### src/rtl/mips_pkg.sv
// rtl/mips_pkg.sv - shared types and constants for the multicycle MIPS controller
package mips_pkg;

    // Controller state encodings; 12-15 are unused and treated as illegal
    typedef enum logic [3:0] {
        ST_FETCH   = 4'd0,
        ST_DECODE  = 4'd1,
        ST_MEMADR  = 4'd2,
        ST_MEMRD   = 4'd3,
        ST_MEMWB   = 4'd4,
        ST_MEMWR   = 4'd5,
        ST_EXECUTE = 4'd6,
        ST_ALUWB   = 4'd7,
        ST_BEQ     = 4'd8,
        ST_ADDIEX  = 4'd9,
        ST_ADDIWB  = 4'd10,
        ST_JUMP    = 4'd11
    } state_t;

    // Opcodes (instr[31:26])
    localparam logic [5:0] OP_RTYPE = 6'b000000;
    localparam logic [5:0] OP_LW    = 6'b100011;
    localparam logic [5:0] OP_SW    = 6'b101011;
    localparam logic [5:0] OP_BEQ   = 6'b000100;
    localparam logic [5:0] OP_ADDI  = 6'b001000;
    localparam logic [5:0] OP_J     = 6'b000010;

    // R-type function codes (instr[5:0])
    localparam logic [5:0] FUNCT_ADD = 6'b100000;
    localparam logic [5:0] FUNCT_SUB = 6'b100010;
    localparam logic [5:0] FUNCT_AND = 6'b100100;
    localparam logic [5:0] FUNCT_OR  = 6'b100101;
    localparam logic [5:0] FUNCT_SLT = 6'b101010;

    // Coarse ALU request from the FSM; the decoder refines FUNCT via funct
    typedef enum logic [1:0] {
        ALUOP_ADD   = 2'b00,
        ALUOP_SUB   = 2'b01,
        ALUOP_FUNCT = 2'b10
    } aluop_t;

    // ALU control codes driven to the datapath
    localparam logic [2:0] ALU_AND = 3'b000;
    localparam logic [2:0] ALU_OR  = 3'b001;
    localparam logic [2:0] ALU_ADD = 3'b010;
    localparam logic [2:0] ALU_SUB = 3'b110;
    localparam logic [2:0] ALU_SLT = 3'b111;

endpackage

### src/rtl/multicycle_aludec.sv
// rtl/multicycle_aludec.sv - aluop + funct to 3-bit ALU control decoder
import mips_pkg::*;

module multicycle_aludec (
    input  aluop_t     aluop,
    input  logic [5:0] funct,
    output logic [2:0] alucontrol
);

    // Unknown funct codes fall back to add so a bad R-type cannot select a surprise op
    always_comb begin
        alucontrol = ALU_ADD;
        case (aluop)
            ALUOP_ADD: alucontrol = ALU_ADD;
            ALUOP_SUB: alucontrol = ALU_SUB;
            ALUOP_FUNCT: begin
                case (funct)
                    FUNCT_ADD: alucontrol = ALU_ADD;
                    FUNCT_SUB: alucontrol = ALU_SUB;
                    FUNCT_AND: alucontrol = ALU_AND;
                    FUNCT_OR:  alucontrol = ALU_OR;
                    FUNCT_SLT: alucontrol = ALU_SLT;
                    default:   alucontrol = ALU_ADD;
                endcase
            end
            default: alucontrol = ALU_ADD;
        endcase
    end

endmodule

### src/rtl/multicycle_ctrl.sv
// rtl/multicycle_ctrl.sv - FSM controller sequencing a shared-memory multicycle MIPS datapath
import mips_pkg::*;

module multicycle_ctrl #(
    parameter bit USE_MEMREADY = 1'b1
) (
    input  logic       clk,
    input  logic       reset,
    input  logic [5:0] op,
    input  logic [5:0] funct,
    input  logic       zero,
    input  logic       memready,
    output logic       iord,
    output logic       irwrite,
    output logic       pcen,
    output logic       memwrite,
    output logic       regwrite,
    output logic       memtoreg,
    output logic       regdst,
    output logic       alusrca,
    output logic [1:0] alusrcb,
    output logic [1:0] pcsrc,
    output logic [2:0] alucontrol,
    output logic [3:0] state
);

    // Held as plain bits so that encodings 12-15 stay representable and recoverable
    logic [3:0] state_q;
    logic [3:0] state_d;

    logic       mem_done;
    logic       pcwrite;
    logic       branch;
    logic       irwrite_s;
    logic       memwrite_s;
    logic       regwrite_s;
    aluop_t     aluop;

    assign mem_done = USE_MEMREADY ? memready : 1'b1;

    // State register; reset returns to FETCH immediately
    always_ff @(posedge clk or posedge reset) begin
        if (reset) begin
            state_q <= ST_FETCH;
        end else begin
            state_q <= state_d;
        end
    end

    // Next-state: memory-access states hold until the memory completes
    always_comb begin
        state_d = ST_FETCH;
        case (state_q)
            ST_FETCH:   state_d = mem_done ? ST_DECODE : ST_FETCH;
            ST_DECODE: begin
                case (op)
                    OP_LW, OP_SW: state_d = ST_MEMADR;
                    OP_RTYPE:     state_d = ST_EXECUTE;
                    OP_BEQ:       state_d = ST_BEQ;
                    OP_ADDI:      state_d = ST_ADDIEX;
                    OP_J:         state_d = ST_JUMP;
                    default:      state_d = ST_FETCH;
                endcase
            end
            ST_MEMADR:  state_d = (op == OP_LW) ? ST_MEMRD : ST_MEMWR;
            ST_MEMRD:   state_d = mem_done ? ST_MEMWB : ST_MEMRD;
            ST_MEMWB:   state_d = ST_FETCH;
            ST_MEMWR:   state_d = mem_done ? ST_FETCH : ST_MEMWR;
            ST_EXECUTE: state_d = ST_ALUWB;
            ST_ALUWB:   state_d = ST_FETCH;
            ST_BEQ:     state_d = ST_FETCH;
            ST_ADDIEX:  state_d = ST_ADDIWB;
            ST_ADDIWB:  state_d = ST_FETCH;
            ST_JUMP:    state_d = ST_FETCH;
            default:    state_d = ST_FETCH;
        endcase
    end

    // Per-state selects and raw enables; anything not named for a state stays 0
    always_comb begin
        iord       = 1'b0;
        irwrite_s  = 1'b0;
        pcwrite    = 1'b0;
        branch     = 1'b0;
        memwrite_s = 1'b0;
        regwrite_s = 1'b0;
        memtoreg   = 1'b0;
        regdst     = 1'b0;
        alusrca    = 1'b0;
        alusrcb    = 2'b00;
        pcsrc      = 2'b00;
        aluop      = ALUOP_ADD;
        case (state_q)
            ST_FETCH: begin
                alusrcb   = 2'b01;
                irwrite_s = mem_done;
                pcwrite   = mem_done;
            end
            ST_DECODE: begin
                alusrcb = 2'b11;
            end
            ST_MEMADR: begin
                alusrca = 1'b1;
                alusrcb = 2'b10;
            end
            ST_MEMRD: begin
                iord = 1'b1;
            end
            ST_MEMWB: begin
                memtoreg   = 1'b1;
                regwrite_s = 1'b1;
            end
            ST_MEMWR: begin
                iord       = 1'b1;
                memwrite_s = mem_done;
            end
            ST_EXECUTE: begin
                alusrca = 1'b1;
                aluop   = ALUOP_FUNCT;
            end
            ST_ALUWB: begin
                regdst     = 1'b1;
                regwrite_s = 1'b1;
            end
            ST_BEQ: begin
                alusrca = 1'b1;
                aluop   = ALUOP_SUB;
                pcsrc   = 2'b01;
                branch  = 1'b1;
            end
            ST_ADDIEX: begin
                alusrca = 1'b1;
                alusrcb = 2'b10;
            end
            ST_ADDIWB: begin
                regwrite_s = 1'b1;
            end
            ST_JUMP: begin
                pcsrc   = 2'b10;
                pcwrite = 1'b1;
            end
            default: begin
                aluop = ALUOP_ADD;
            end
        endcase
    end

    // Write enables are suppressed while reset is held so no pulse escapes the reset cycle
    assign irwrite  = irwrite_s  & ~reset;
    assign memwrite = memwrite_s & ~reset;
    assign regwrite = regwrite_s & ~reset;
    assign pcen     = (pcwrite | (branch & zero)) & ~reset;
    assign state    = state_q;

    multicycle_aludec u_aludec (
        .aluop      (aluop),
        .funct      (funct),
        .alucontrol (alucontrol)
    );

endmodule

### config.mk
export PLATFORM = sky130hd
export DESIGN_NAME = multicycle_ctrl
export DESIGN_NICKNAME = d
export VERILOG_FILES = /design/src/rtl/mips_pkg.sv /design/src/rtl/multicycle_aludec.sv /design/src/rtl/multicycle_ctrl.sv
export SDC_FILE = /design/constraint.sdc
export NUM_CORES = 1
export LEC_CHECK = 0
export CAP_MARGIN = 0
export CORE_MARGIN = 2
export CORE_UTILIZATION = 34
export DETAILED_ROUTE_END_ITERATION = 8
export MAX_ROUTING_LAYER = met4
export PLACE_DENSITY = 0.85
export SYNTH_ARGS = -nofsm -noshare
export SYNTH_HDL_FRONTEND = slang
export SYNTH_SLANG_ARGS = --single-unit
### constraint.sdc
create_clock -name clk -period 1.89 [get_ports clk]
set_input_delay 0.378 -clock clk [delete_from_list [all_inputs] [get_ports clk]]
set_output_delay 0.378 -clock clk [all_outputs]
set_load 0.01 [all_outputs]
Word level (Yosys, flattened, before mapping)
Cells that the tools add are included.
Word-level totals
  flip-flop bits (word level): 4
  latch bits: 0
  memory bits (writable): 0
  bits in read-only memories: 0
  output and inout bits: 19
  word-level logic and storage cells: 57
  memories: 0
Operators by class
  $add $sub $neg: 0
  multiply operators: 0
  divide/modulo/power cells: 0
  order comparisons: 0
  eq/ne operators: 22
  shifts and indexed selects: 0
  multiplexer cells: 20
  bitwise operators: 7
  reductions and logical operators: 7
Operators with widths (count)
  $eq 6x6->1 const B: 6
  $pmux 4 s7: 1
  $pmux 4 s5: 1
  $eq 4x3->1 const B: 4
  $eq 4x4->1 const B: 4
  $pmux 3 s4: 1
  $mux 1: 9
  $mux 3: 3
  $eq 4x2->1 const B: 2
  $pmux 2 s2: 2
  $eq 6x2->1 const B: 1
  $eq 6x3->1 const B: 1
  $eq 6x4->1 const B: 1
  $logic_not 6->1: 1
  $pmux 2 s3: 1
  $pmux 3 s2: 1
  $reduce_or 2->1: 3
  $and 1x1->1: 5
  $eq 4x1->1 const B: 1
  $logic_not 4->1: 1
  $reduce_or 4->1: 1
  $reduce_or 3->1: 1
  $eq 2x1->1 const B: 1
  $eq 2x2->1 const B: 1
  other kinds (3): 3

Depth between registers and ports, before layout
  word-level depth: 5
  depth in mapped cells: 8

By module
From an unflattened synthesis, not the netlist that was laid out.
Second synthesis, totals
  cell total of the unflattened synthesis: 86
  area, all modules: 630.6 um2
By module, submodules not included
  multicycle_ctrl: times used 1, cells each 71, area each 511.7 um2
  multicycle_aludec: times used 1, cells each 15, area each 118.9 um2

Worst setup path before layout
No wires, ideal clock.
  path kind: register -> output
  from: register state_q[1], in the netlist state[1]
  to: output alucontrol[2]
  data arrival time: 1.736 ns
  path slack: -0.224 ns
  stages on the path, launching flop included: 9
  path buffers: 1
  cell sequence: dfrtp_1 -> buf_2 -> and2b_1 -> nand2_1 -> inv_1 -> ha_1 -> nor4bb_1 -> a21oi_1 -> nor2_1
On the way
  longest elaborated chain between the ends: 4
RTL lines
  start: declaration: RTL line multicycle_ctrl.sv:28  | logic [3:0] state_q;
  start signal: assignment: RTL line multicycle_ctrl.sv:46  | state_q <= state_d;
  $eq 4x4->1 or $eq 4x3->1 (tied branches): RTL line multicycle_ctrl.sv:93  | case (state_q)
  $pmux 2 s2 (*): RTL line multicycle_ctrl.sv:93
  $eq 2x2->1 or $eq 2x1->1 (tied branches): RTL line multicycle_aludec.sv:13  | case (aluop)
  $pmux 3 s2 (*): RTL line multicycle_aludec.sv:13
  end: declaration: RTL line multicycle_ctrl.sv:23  | output logic [2:0] alucontrol,
Mark *: on every way between the ends. The rest lies on a longest branch, timed or not.

Worst setup path after layout
  from: input funct[5]
  to: output alucontrol[1]
On the way
  longest elaborated chain between the ends: 3
RTL lines
  start: declaration: RTL line multicycle_ctrl.sv:10  | input logic [5:0] funct,
  $eq 6x6->1: RTL line multicycle_aludec.sv:17  | case (funct)
  $pmux 3 s4 (*): RTL line multicycle_aludec.sv:17
  $pmux 3 s2 (*): RTL line multicycle_aludec.sv:13
Marks and branches as above.

==> results.sh <==
export IMPL_stdcell_count=173
export IMPL_setup_viol=4
export IMPL_htree_levels=1
export IMPL_max_freq_ghz=0.495
export IMPL_drtIter0Drc=20
export IMPL_synth_cells=87
export IMPL_grt_pass1_vias=872
export IMPL_slew_violations=0
export IMPL_numCtsBuffers=3
export IMPL_clock_skew_ns=0.00887
export IMPL_viasPerCell=5.47
export IMPL_finalHoldViolCount=0
export IMPL_reg2reg_to="state[2]"
export IMPL_track_usage_pct=23.9
export IMPL_rsz0062_at_grt="yes"
export IMPL_drtAntennaViolNets=0
export IMPL_ys_async_sr_fraction_pct=100
export IMPL_worst_slack_ns=-0.131
export IMPL_syn_num_nets=105
export IMPL_seq_area_frac_synth_pct=15.5
export IMPL_required_ns=1.51
export IMPL_worst_pin_slew_ns=0.482
export IMPL_synth_flop_cell="dfrtp_1"
export IMPL_fin_setup_tns_ns=-0.327
export IMPL_routed_wl_um=2810
export IMPL_cap_violations=0
export IMPL_wl_per_cell_um=16.2
export IMPL_relSlewSlack_pct=67.4
export IMPL_tritoncts="yes"
export IMPL_clock_power_share_pct=16.4
export IMPL_vias=946
export IMPL_drive_gt1_share_pct=41.9
export IMPL_combPwrFrac_pct=67.6
export IMPL_synth_cell_types=37
export IMPL_antenna_found_initial=0
export IMPL_nets=168
export IMPL_dieHeight_um=47.6
export IMPL_start_util_pct=36.6
export IMPL_timing_rr_start="state[1]"
export IMPL_switchingPower_uw=240
export IMPL_pwr_density_cell_nw_per_um2=485
export IMPL_grt_start_max_net_pins=14
export IMPL_final_cell_area_um2=1310
export IMPL_fin_crit_ns=2.02
export IMPL_clk_latency_ns=0.23
export IMPL_cts_root_buf="clkbuf_4"
export IMPL_outcome="finished, violations left"
export IMPL_ir_drop_mv=0.326
export IMPL_io_pin_count=35
export IMPL_synth_warnings=0
export IMPL_post_place_ws_ns=-0.489
export IMPL_p_int_uw=395
export IMPL_grt_pass1_wl_um=3610
export IMPL_synth_edf_count=0
export IMPL_hold_class="primary input to asynchronous set/reset pin"
export IMPL_dp_cells=158
export IMPL_startpoint_type="primary input"
export IMPL_largest_reg_flops=4
export IMPL_violations="setup timing"
export IMPL_reg2reg_setup_slack_ns=0.02
export IMPL_cts_reportedPaths_clkPinSlew_ns=0.04
export IMPL_hpwl_um=1690
export IMPL_cp_max_fo=3
export IMPL_post_route_drc_count=0
export IMPL_period_share_pct=107
export IMPL_cp_end_kind="output port"
export IMPL_crit_type="primary input to output port"
export IMPL_cp_arrival_ns=1.64
export IMPL_overflow=0
export IMPL_area_delta_synth_final_pct=103
export IMPL_power_leakage_nw=0.603
export IMPL_dr_pass1_iters=4
export IMPL_cts_path_max_buffers=2
export IMPL_die_area_um2=2260
export IMPL_synth_seq_cells=4
export IMPL_antenna_cells=0
export IMPL_place_area_um2=1130
export IMPL_place_congestion=0.826
export IMPL_cts_sinks=4
export IMPL_swShare_pct=37.8
export IMPL_io_buffers=34
export IMPL_postSynthAreaPerCell_um2=7.42
export IMPL_rows=15
export IMPL_synth_area_um2=646
export IMPL_reg2regPathDepth=8
export IMPL_seqPwrFrac_pct=16.0
export IMPL_core_um2=1760
export IMPL_die_w_um=47.6
[synthesized netlist by cell type, types with 3 or more instances]
library cell,n,share of area [%]
inv_1,4,2.3
a21oi_1,6,4.7
buf_4,3,3.5
nor4_1,3,2.9
dfrtp_1,4,16
nand3_1,3,2.3
nand2_1,10,5.8
nor2b_1,4,3.9
nor3_1,5,3.9
nor2_1,8,4.7
[worst max path at each step]
stage | start | to | slack, ns | cells past startpoint
floorplan | state[0] | alucontrol[2] | -0.08 | 8
global placement | funct[5] | alucontrol[1] | -0.42 | 5
detailed placement | funct[5] | alucontrol[1] | -0.49 | 5
CTS | state[0] | alucontrol[0] | -0.13 | 8
global route | state[0] | alucontrol[0] | -0.20 | 8
finish | funct[5] | alucontrol[1] | -0.13 | 5
[area by class of cell]
cell class | count | area, um^2
tap | 25 | 31.3
fill | 139 | 454
clock buffer | 3 | 22.5
inverter | 5 | 18.8
sequential | 4 | 100
multi-input combinational | 73 | 581
timing repair buffer | 63 | 557
[cell families (layout without fill, tap and decap cells)]
| logic type | count (synthesis) | count (layout) | synth area share, % |
|---|---|---|---|
| and+or+nand+nor | 49 | 49 | 44.2 |
| AOI/OAI and AO/OA | 18 | 18 | 22.5 |
| buffers and inverters | 10 | 71 | 7.94 |
| DFF | 4 | 4 | 15.5 |
| adders and majority gates | 2 | 2 | 3.88 |
| xor gates and xnor gates | 2 | 2 | 2.71 |
| muxes | 2 | 2 | 3.29 |
[stage by stage]
| stage | power, mW | utilization, % | hold slack, ns |
|---|---|---|---|
| finish | 0.635 | 74.3 | 0.490 |
| global placement | 0.436 | 64.3 | 0.654 |
| floorplan | 0.275 | - | 0.152 |
| global route | 0.662 | 74.3 | 0.506 |
| detailed placement | 0.446 | 64.3 | 0.668 |
| CTS | 0.581 | 69.6 | 0.467 |
[power by group through the flow]
stage	clock network [mW]	registers, mW	logic [mW]
floorplan	0	0.114	0.161
global placement	0	0.103	0.333
detailed placement	0	0.103	0.343
CTS	0.105	0.103	0.374
global route	0.109	0.103	0.450
finish	0.104	0.102	0.429
[worst max-delay path: stages]
cell	delay, ns
clkdlybuf4s50_1	0.47
nor2b_2	0.21
nand3_1	0.15
a211o_1	0.31
buf_2	0.14
[placed cells by master, fill, tap and decap left out, types with 2 or more instances in the layout]
cell type        count
a21oi_1              5
and3_1               2
and3b_1              2
buf_2                8
buf_4               23
buf_6                3
buf_8                2
clkbuf_4             3
clkdlybuf4s50_1     18
dfrtp_1              4
dlygate4sd2_1        6
inv_1                2
inv_2                3
nand2_1              8
nand2_2              2
nand2b_1             2
nand3_1              3
nor2_1               7
nor2b_2              2
nor3_1               4
nor4_1               3
o21ai_2              2
xor2_1               2
[layer usage]
layer / track usage (%) / routed length [um] / vias to the layer above
met2: 47.6 / 1570 / 51
met4: 14.1 / 63 / 0
met1: 20.9 / 1020 / 445
met3: 3.02 / 149 / 6
li1: - / - / 444
met5: - / 0 / -
[repair_timing]
| action | CTS | global route |
|---|---|---|
| endpoints found under the hold margin | 0 | 0 |
| buffers inserted | 4 | 7 |
| hold buffers | 0 | 0 |
| gates resized for setup | 53 | 16 |
| setup endpoints to repair | 15 | 7 |
| pin swaps | 1 | 8 |
| gates cloned | 1 | 0 |
No activity file was read; power rests on OpenSTA's default activity.
